===== config.mk =====
export PLATFORM = sky130hd
export DESIGN_NAME = mem_controller
export DESIGN_NICKNAME = d
export VERILOG_FILES = /design/src/rtl/mem_controller.sv
export SDC_FILE = /design/constraint.sdc
export NUM_CORES = 1
export LEC_CHECK = 0
export BUFFER_PORTS_ARGS = -buffer_cell sky130_fd_sc_hd__buf_4
export CORE_MARGIN = 1.5
export CORE_UTILIZATION = 40
export CTS_CLUSTER_SIZE = 16
export DETAILED_ROUTE_END_ITERATION = 7
export PLACE_DENSITY = 0.77
export SLEW_MARGIN = 40
export SYNTH_ARGS = -nofsm -noshare
export SYNTH_HDL_FRONTEND = slang
export SYNTH_SLANG_ARGS = --single-unit

===== constraint.sdc =====
create_clock -name clk -period 3.5 [get_ports clk]
set_input_delay 0.35 -clock clk [delete_from_list [all_inputs] [get_ports clk]]
set_output_delay 0.35 -clock clk [all_outputs]
set_load 0.005 [all_outputs]

===== src/rtl/mem_controller.sv =====
// -----------------------------------------------------------------------------
// mem_controller
//
// Arbitrates NUM_CONSUMERS load/store units onto one memory read channel and
// one memory write channel, with a single transaction in flight at a time.
// Consumers are scanned round-robin from pointer rr. The granted request is
// forwarded to memory, and the result is relayed back. The consumer's ready
// stays high until that consumer drops its valid.
//
// Ports:
//   clk, reset                    clock and asynchronous active-low reset
//   consumer_read_valid/address   per-consumer read requests (packed)
//   consumer_read_ready/data      per-consumer read completion and data
//   consumer_write_valid/address/data  per-consumer write requests (packed)
//   consumer_write_ready          per-consumer write completion
//   mem_read_*                    memory read channel (valid/address out, ready/data in)
//   mem_write_*                   memory write channel (valid/address/data out, ready in)
//
// All outputs come straight from flops. There is no combinational path from
// any input to any output.
// -----------------------------------------------------------------------------
module mem_controller #(
  parameter int NUM_CONSUMERS = 4,
  parameter int ADDR_BITS     = 8,
  parameter int DATA_BITS     = 8
) (
  input  logic                               clk,
  input  logic                               reset,
  input  logic [NUM_CONSUMERS-1:0]           consumer_read_valid,
  input  logic [NUM_CONSUMERS*ADDR_BITS-1:0] consumer_read_address,
  output logic [NUM_CONSUMERS-1:0]           consumer_read_ready,
  output logic [NUM_CONSUMERS*DATA_BITS-1:0] consumer_read_data,
  input  logic [NUM_CONSUMERS-1:0]           consumer_write_valid,
  input  logic [NUM_CONSUMERS*ADDR_BITS-1:0] consumer_write_address,
  input  logic [NUM_CONSUMERS*DATA_BITS-1:0] consumer_write_data,
  output logic [NUM_CONSUMERS-1:0]           consumer_write_ready,
  output logic                               mem_read_valid,
  output logic [ADDR_BITS-1:0]               mem_read_address,
  input  logic                               mem_read_ready,
  input  logic [DATA_BITS-1:0]               mem_read_data,
  output logic                               mem_write_valid,
  output logic [ADDR_BITS-1:0]               mem_write_address,
  output logic [DATA_BITS-1:0]               mem_write_data,
  input  logic                               mem_write_ready
);

  localparam int IDX_BITS = (NUM_CONSUMERS > 1) ? $clog2(NUM_CONSUMERS) : 1;

  typedef enum logic [2:0] {
    IDLE,
    READ_WAITING,
    WRITE_WAITING,
    READ_RELAYING,
    WRITE_RELAYING
  } state_t;

  state_t                           state, state_next;
  logic [IDX_BITS-1:0]              rr, rr_next;
  logic [IDX_BITS-1:0]              cur, cur_next;
  logic [IDX_BITS-1:0]              cur_plus_one;
  logic [NUM_CONSUMERS-1:0]         consumer_read_ready_next;
  logic [NUM_CONSUMERS*DATA_BITS-1:0] consumer_read_data_next;
  logic [NUM_CONSUMERS-1:0]         consumer_write_ready_next;
  logic                             mem_read_valid_next;
  logic [ADDR_BITS-1:0]             mem_read_address_next;
  logic                             mem_write_valid_next;
  logic [ADDR_BITS-1:0]             mem_write_address_next;
  logic [DATA_BITS-1:0]             mem_write_data_next;

  // Round-robin scan results
  logic                             found;
  logic                             grant_read;
  logic [IDX_BITS-1:0]              grant_idx;
  logic [IDX_BITS-1:0]              scan_idx;
  int                               scan_pos;

  // State register plus every output register. Reset is asynchronous and
  // clears everything, including an in-flight transaction.
  always_ff @(posedge clk or negedge reset) begin
    if (!reset) begin
      state                <= IDLE;
      rr                   <= '0;
      cur                  <= '0;
      consumer_read_ready  <= '0;
      consumer_read_data   <= '0;
      consumer_write_ready <= '0;
      mem_read_valid       <= 1'b0;
      mem_read_address     <= '0;
      mem_write_valid      <= 1'b0;
      mem_write_address    <= '0;
      mem_write_data       <= '0;
    end else begin
      state                <= state_next;
      rr                   <= rr_next;
      cur                  <= cur_next;
      consumer_read_ready  <= consumer_read_ready_next;
      consumer_read_data   <= consumer_read_data_next;
      consumer_write_ready <= consumer_write_ready_next;
      mem_read_valid       <= mem_read_valid_next;
      mem_read_address     <= mem_read_address_next;
      mem_write_valid      <= mem_write_valid_next;
      mem_write_address    <= mem_write_address_next;
      mem_write_data       <= mem_write_data_next;
    end
  end

  // Wrapping successor of the current consumer. It becomes the new rr once
  // a transaction retires, so the same consumer cannot win twice in a row
  // while another consumer is requesting.
  assign cur_plus_one = (int'(cur) == NUM_CONSUMERS - 1) ? '0 : cur + 1'b1;

  // Round-robin scan starting at rr. The first consumer with any request
  // wins. Read takes priority over write on the same consumer.
  always_comb begin
    found      = 1'b0;
    grant_read = 1'b0;
    grant_idx  = '0;
    scan_idx   = '0;
    scan_pos   = 0;
    for (int k = 0; k < NUM_CONSUMERS; k++) begin
      scan_pos = int'(rr) + k;
      if (scan_pos >= NUM_CONSUMERS) scan_pos = scan_pos - NUM_CONSUMERS;
      scan_idx = IDX_BITS'(scan_pos);
      if (!found && (consumer_read_valid[scan_idx] || consumer_write_valid[scan_idx])) begin
        found      = 1'b1;
        grant_idx  = scan_idx;
        grant_read = consumer_read_valid[scan_idx];
      end
    end
  end

  // Next-state and next-output logic. Every register holds its value by
  // default, so the mem_* outputs stay stable while waiting. The read-data
  // slices keep their last value until a later read to the same consumer.
  always_comb begin
    state_next                = state;
    rr_next                   = rr;
    cur_next                  = cur;
    consumer_read_ready_next  = consumer_read_ready;
    consumer_read_data_next   = consumer_read_data;
    consumer_write_ready_next = consumer_write_ready;
    mem_read_valid_next       = mem_read_valid;
    mem_read_address_next     = mem_read_address;
    mem_write_valid_next      = mem_write_valid;
    mem_write_address_next    = mem_write_address;
    mem_write_data_next       = mem_write_data;

    case (state)
      IDLE: begin
        if (found) begin
          cur_next = grant_idx;
          if (grant_read) begin
            mem_read_valid_next   = 1'b1;
            mem_read_address_next = consumer_read_address[int'(grant_idx)*ADDR_BITS +: ADDR_BITS];
            state_next            = READ_WAITING;
          end else begin
            mem_write_valid_next   = 1'b1;
            mem_write_address_next = consumer_write_address[int'(grant_idx)*ADDR_BITS +: ADDR_BITS];
            mem_write_data_next    = consumer_write_data[int'(grant_idx)*DATA_BITS +: DATA_BITS];
            state_next             = WRITE_WAITING;
          end
        end
      end

      READ_WAITING: begin
        if (mem_read_ready) begin
          mem_read_valid_next                                      = 1'b0;
          consumer_read_data_next[int'(cur)*DATA_BITS +: DATA_BITS] = mem_read_data;
          consumer_read_ready_next[cur]                            = 1'b1;
          state_next                                               = READ_RELAYING;
        end
      end

      WRITE_WAITING: begin
        if (mem_write_ready) begin
          mem_write_valid_next           = 1'b0;
          consumer_write_ready_next[cur] = 1'b1;
          state_next                     = WRITE_RELAYING;
        end
      end

      // A consumer that already dropped valid while waiting sees ready
      // for exactly one cycle, because valid is found low on the first
      // relaying edge.
      READ_RELAYING: begin
        if (!consumer_read_valid[cur]) begin
          consumer_read_ready_next[cur] = 1'b0;
          rr_next                       = cur_plus_one;
          state_next                    = IDLE;
        end
      end

      WRITE_RELAYING: begin
        if (!consumer_write_valid[cur]) begin
          consumer_write_ready_next[cur] = 1'b0;
          rr_next                        = cur_plus_one;
          state_next                     = IDLE;
        end
      end

      default: state_next = IDLE;
    endcase
  end

endmodule

==> flow_metrics.tcl, run 1 <==
set metrics [dict create \
    r2r_end "mem_write_data[0]" \
    clkPwrFrac_pct 15.2 \
    ctsHtreeMaxLevel 3 \
    critPathCaptureType "flop" \
    max_slew_margin_pct 52.6 \
    synth_area_sq_um 4710 \
    die_h_um 112 \
    timing.final.max_slew_violations 0 \
    synth-edff-count 0 \
    io_pins 182 \
    cts_resized 0 \
    fin_area_sq_um 6460 \
    skew_ns 0.0106 \
    seq_area_frac_synth_pct 38.8 \
    fin_crit_sh_pct 87.1 \
    min_path_type "input pin to asynchronous set/reset pin" \
    reg2reg_setup_slack_ns 0.45 \
    io_buffer_count 181 \
    crit_type "flop to flop" \
    dpl_cell_area_sq_um 6150 \
    power_frac_comb_pct 58.9 \
    reg2regPathDepth 7 \
    p_total_mw 5.92 \
    cts_buffers 9 \
    wl_met3_um 1030 \
    dr.pass1.iters 5 \
    setup_slack_ns 0.450 \
    start_util_pct 41.1 \
    area_delta_synth_final_pct 37.1 \
    drc 0 \
    r2r-start "rr[0]" \
    ir_drop_uv 436 \
    cp_cell_sequence "mux4_2, or4_1, o211ai_2, mux2_4, mux2_1, mux2i_1, a21oi_1" \
    synth_nets 630 \
    cts_buffer_depth 2 \
    status "complete, no violations" \
    rsz0062_at_grt "no" \
    top_layer_used "met4" \
    drive_gt1_share_pct 35.8 \
    finalCriticalPeriod_ns 3.05 \
    crit_buf_inv 0 \
    arrival_ns 3.23 \
    clockRootBuffer "clkbuf_16" \
    grt_pass1_vias 4592 \
    timing.final.hold_violations 0 \
    ant_nets 0 \
    post-cts-setup-buffers 0 \
    ys.warnings.count 0 \
    ys_types 47 \
    crit_required_ns 3.68 \
    power_density_nw_per_um2 916 \
    grt_pass1_wl_um 22800 \
    tightest_slew_ns 0.711 \
    die_width_um 112 \
    setup_viol 0 \
    worst_path_largest_cell_delay_ns 0.61 \
    switching_share_pct 42.3 \
    antenna_found_initial 0 \
    num_vias 4548 \
    tritoncts "built" \
    synthCells 508 \
    max-cap-violations 0 \
    p_int_mw 3.41 \
    grt-ovfl-total 0 \
    antenna_cells 0 \
    syn_avg_cell_area_sq_um 9.28 \
    wirelength_um 13900 \
    leakagePower_nw 3.05 \
    clk_pin_slew_ns 0.07 \
    core_area_sq_um 11500 \
    grt_max_degree 74 \
    synth-seq-cells 73 \
    fmaxAchievable_mhz 328 \
    critical-path-top-delay-family "multiplexers" \
    drtIter0Drc 199 \
    dpl.hpwl_um 10200 \
    tns_ns 0 \
    wl_met2_um 6940 \
    hold_buffers 0 \
    gp_congestion 0.833 \
    clock-sinks 73 \
    clk_latency_ns 0.34 \
    routed_via_density 5.53 \
    die-area_sq_um 12400 \
    power_frac_seq_pct 25.9 \
    placementRows 39 \
    wl_met1_um 5730 \
    fin_nets 796 \
    pre_cts_slack_ns 0.449 \
    synth_ff_type "dfrtp_1" \
    cp_max_fo 25 \
    cpMaxStageDelayCell "or4_1" \
    grtUsageTotal_pct 22.4 \
    routedWlPerCell_um 16.9 \
    async_flop_share_pct 100 \
    cp-start-kind "flop" \
    p_sw_mw 2.51 \
]
[cells by family after synthesis]
logic type,count (synthesis),synth area share (%)
compound gates,129,16.6
fa+ha+maj,6,1.59
buf+inv,38,3.90
flops,73,38.8
mux,95,23.7
simple gates,167,15.4
[Yosys cell counts (2+ instances only)]
| cell type | n | share of area, % |
|---|---|---|
| mux2_1 | 11 | 2.6 |
| nand2b_1 | 11 | 1.5 |
| nor3_1 | 4 | 0.42 |
| mux2_2 | 17 | 4.1 |
| o21ai_0 | 37 | 3.9 |
| inv_1 | 6 | 0.48 |
| nor3b_1 | 3 | 0.48 |
| buf_2 | 5 | 0.53 |
| mux4_2 | 10 | 4.8 |
| o31ai_1 | 8 | 1.3 |
| ha_1 | 6 | 1.6 |
| nor2_1 | 27 | 2.2 |
| a21oi_1 | 44 | 4.7 |
| and2_1 | 2 | 0.27 |
| a22oi_1 | 16 | 2.5 |
| clkbuf_1 | 20 | 1.6 |
| a31oi_1 | 3 | 0.40 |
| nand4_1 | 3 | 0.40 |
| a22o_1 | 8 | 1.5 |
| buf_6 | 4 | 0.96 |
| o21a_1 | 4 | 0.64 |
| nand2_1 | 104 | 8.3 |
| mux2i_1 | 56 | 12 |
| dfrtp_1 | 73 | 39 |
| nand3b_1 | 4 | 0.64 |
[how the worst max path moves through the flow]
stage	to	startpoint	slack [ns]	cells after the start
after floorplan	mem_write_data[7]	rr[1]	0.69	9
after global placement	mem_write_data[3]	rr[0]	0.54	7
after detailed placement	mem_read_address[3]	rr[0]	0.45	7
after CTS	mem_read_address[3]	rr[0]	0.42	7
after global routing	mem_read_address[3]	rr[0]	0.27	7
final	mem_write_data[0]	rr[0]	0.45	7
[routing by layer]
layer  vias up  global-route usage [%]
li1       2159                       -
met5         -                       0
met3        21                    6.53
met1      2176                    26.8
met2       192                    39.5
met4         0                    6.24
[cells in the final DEF (no fill, tap or decap), types with 8 or more instances in the layout]
master / count
o31ai_1: 8
a21oi_1: 44
mux2_1: 11
a22oi_1: 16
nor2_1: 27
mux2_2: 17
nand2b_1: 11
a22o_1: 8
clkbuf_16: 9
dfrtp_1: 72
mux4_2: 10
mux2i_1: 56
nand2_1: 104
buf_4: 186
o21ai_0: 37
[stage by stage]
stage          cells  hold WS, ns  utilization, %
2_1_floorplan    508       0.0544               -
3_3_place_gp     806        0.464            53.6
3_5_place_dp     806        0.428            53.6
4_1_cts          822       0.0642            56.1
5_1_grt          822       0.0877            56.3
6_report         822       0.0126            56.3
[power by group through the flow]
stage | registers [mW] | logic, mW | clock network (mW)
after floorplan | 1.46 | 2.42 | 0
after global placement | 1.52 | 3.34 | 0
final | 1.53 | 3.48 | 0.898
after detailed placement | 1.54 | 3.46 | 0
after global routing | 1.59 | 3.84 | 0.954
after CTS | 1.53 | 3.47 | 0.918
[cell type report]
class	count	area (sq um)
clock buffer	9	225
sequential	73	1830
timing repair buffer	187	1410
multi-input combinational	397	2740
clock inverter	7	60.1
inverter	6	22.5
tap	143	179
fill	991	5010
Note: power is estimated with default switching activity, not from simulation.
==> run 2, diff against run 1 <==
--- a/config.mk
+++ b/config.mk
@@ -5,7 +5,9 @@
 export SDC_FILE = /design/constraint.sdc
 export NUM_CORES = 1
 export LEC_CHECK = 0
+export ABC_CLOCK_PERIOD_IN_PS = 3500
 export BUFFER_PORTS_ARGS = -buffer_cell sky130_fd_sc_hd__buf_4
+export CORE_ASPECT_RATIO = 0.75
 export CORE_MARGIN = 1.5
 export CORE_UTILIZATION = 40
 export CTS_CLUSTER_SIZE = 16
==> run 2 against run 1 <==
Worst setup slack got worse by 0.031 ns. Combinational power barely moved. Sequential share of layout area fell by 0.28 points. Sequential cell count did not move. Critical endpoint is now mem_read_address[5].
==> flow_metrics.tcl, run 2 (same netlist as run 1, synthesis figures left out) <==
set metrics [dict create \
    num_vias 4503 \
    power_frac_seq_pct 25.2 \
    grt_pass1_wl_um 22300 \
    die-area_sq_um 12400 \
    antenna_cells 0 \
    die_h_um 97.0 \
    rsz0062_at_grt "no" \
    core_area_sq_um 11500 \
    die_width_um 128 \
    leakagePower_nw 3.08 \
    tns_ns 0 \
    timing.final.hold_violations 0 \
    min_path_type "input pin to asynchronous set/reset pin" \
    clock-sinks 73 \
    crit_type "flop to flop" \
    grt_busiest_layer "met2" \
    final_cell_mix "buf_4, nand2_1, dfrtp_1, mux2i_1, a21oi_1" \
    mostFrequentLayoutCell "buf_4" \
    finalCriticalPeriod_ns 3.08 \
    crit_required_ns 3.72 \
    area_delta_synth_final_pct 38.4 \
    grt-ovfl-total 0 \
    switching_share_pct 40.8 \
    dpl.hpwl_um 10300 \
    drc 0 \
    drive_gt1_share_pct 35.5 \
    cp-start-kind "flop" \
    clk_latency_ns 0.34 \
    wirelength_um 13800 \
    start_util_pct 40.9 \
    routed_via_density 5.34 \
    gr-usage-met2_pct 37.9 \
    grt_pass1_vias 4494 \
    fin_nets 798 \
    max-cap-violations 0 \
    cts_buffer_depth 2 \
    critPathCaptureType "flop" \
    setup_viol 0 \
    grtUsageTotal_pct 22.6 \
    gp_congestion 0.904 \
    clk_pin_slew_ns 0.06 \
    max_slew_margin_pct 52.9 \
    timing.final.max_slew_violations 0 \
    dr.pass1.iters 4 \
    power_density_nw_per_um2 919 \
    tritoncts "built" \
    clkPwrFrac_pct 16.9 \
    placementRows 34 \
    io_buffer_count 181 \
    ctsHtreeMaxLevel 3 \
    ir_drop_uv 379 \
    status "complete, no violations" \
    arrival_ns 3.30 \
    io_pins 182 \
    grt_max_degree 74 \
    antenna_found_initial 0 \
    p_sw_mw 2.45 \
    post-cts-setup-buffers 0 \
    drtIter0Drc 278 \
    routedWlPerCell_um 16.3 \
    tightest_slew_ns 0.707 \
    skew_ns 0.00843 \
    gr-usage-met1_pct 29.3 \
    ant_nets 0 \
    worst_hold_slack_ns 0.0163 \
    cts_buffers 9 \
    cts_resized 0 \
    power_frac_comb_pct 57.9 \
    clockRootBuffer "clkbuf_16" \
    fmaxAchievable_mhz 325 \
    grt_use_met3_pct 5.53 \
    hold_buffers 0 \
    p_int_mw 3.55 \
    cp_max_fo 25 \
    fin_crit_sh_pct 88.0 \
]
## run 2: final timing paths
| check | from | end | slack [ns] | cells past startpoint |
|---|---|---|---|---|
| max | rr[1] | mem_read_address[5] | 0.42 | 8 |
| max in group asynchronous | reset | state[2] | 2.96 | 1 |
| min reg2reg | consumer_read_data[6] | consumer_read_data[6] | 0.48 | 2 |
| max reg2reg | rr[1] | mem_read_address[5] | 0.42 | 8 |
| min in group clk | mem_read_data[7] | consumer_read_data[23] | 0.30 | 3 |
| min | reset | mem_read_valid | 0.02 | 1 |
## run 2: metal layers
layer | routed length, um | share of wire, %
met1 | 5940 | 43
met2 | 6770 | 49
met3 | 909 | 6.6
met4 | 157 | 1.1
met5 | 0 | 0
## run 2: final cells by class
| type | count | area (sq um) |
|---|---|---|
| clock buffers | 9 | 225 |
| inverters | 6 | 22.5 |
| clock inverters | 7 | 103 |
| repair buffers | 189 | 1420 |
| flip-flops and latches | 73 | 1830 |
| multi-input cells | 397 | 2720 |
| well taps | 162 | 203 |
| fillers | 978 | 5000 |
## run 2: power by group through the flow
stage                     Sequential, mW  Clock [mW]  Combinational (mW)
after CTS                           1.51        1.05                3.48
after global placement              1.51           0                3.33
after floorplan                     1.46           0                2.42
after detailed placement            1.52           0                3.47
after global routing                1.57        1.09                3.79
final                               1.51        1.01                3.47
## run 2: critical path: stages, from the launching register on
cell      delay (ns)
dfrtp_1         0.37
buf_4           0.21
mux4_2          0.57
or4_1           0.56
o211ai_2        0.11
mux2_4          0.44
mux2i_1         0.30
mux2i_1         0.12
mux2_2          0.28
## run 2: through the flow
| stage | total power, mW | instance area [sq um] | worst slack, ns | utilization [%] | std cells |
|---|---|---|---|---|---|
| floorplan | 3.88 | 4710 | 0.691 | - | 508 |
| global placement | 4.84 | 6180 | 0.552 | 53.6 | 827 |
| detailed placement | 4.99 | 6190 | 0.447 | 53.7 | 827 |
| CTS | 6.04 | 6520 | 0.393 | 56.5 | 843 |
| global route | 6.45 | 6520 | 0.263 | 56.6 | 843 |
| finish | 6.00 | 6520 | 0.419 | 56.6 | 843 |
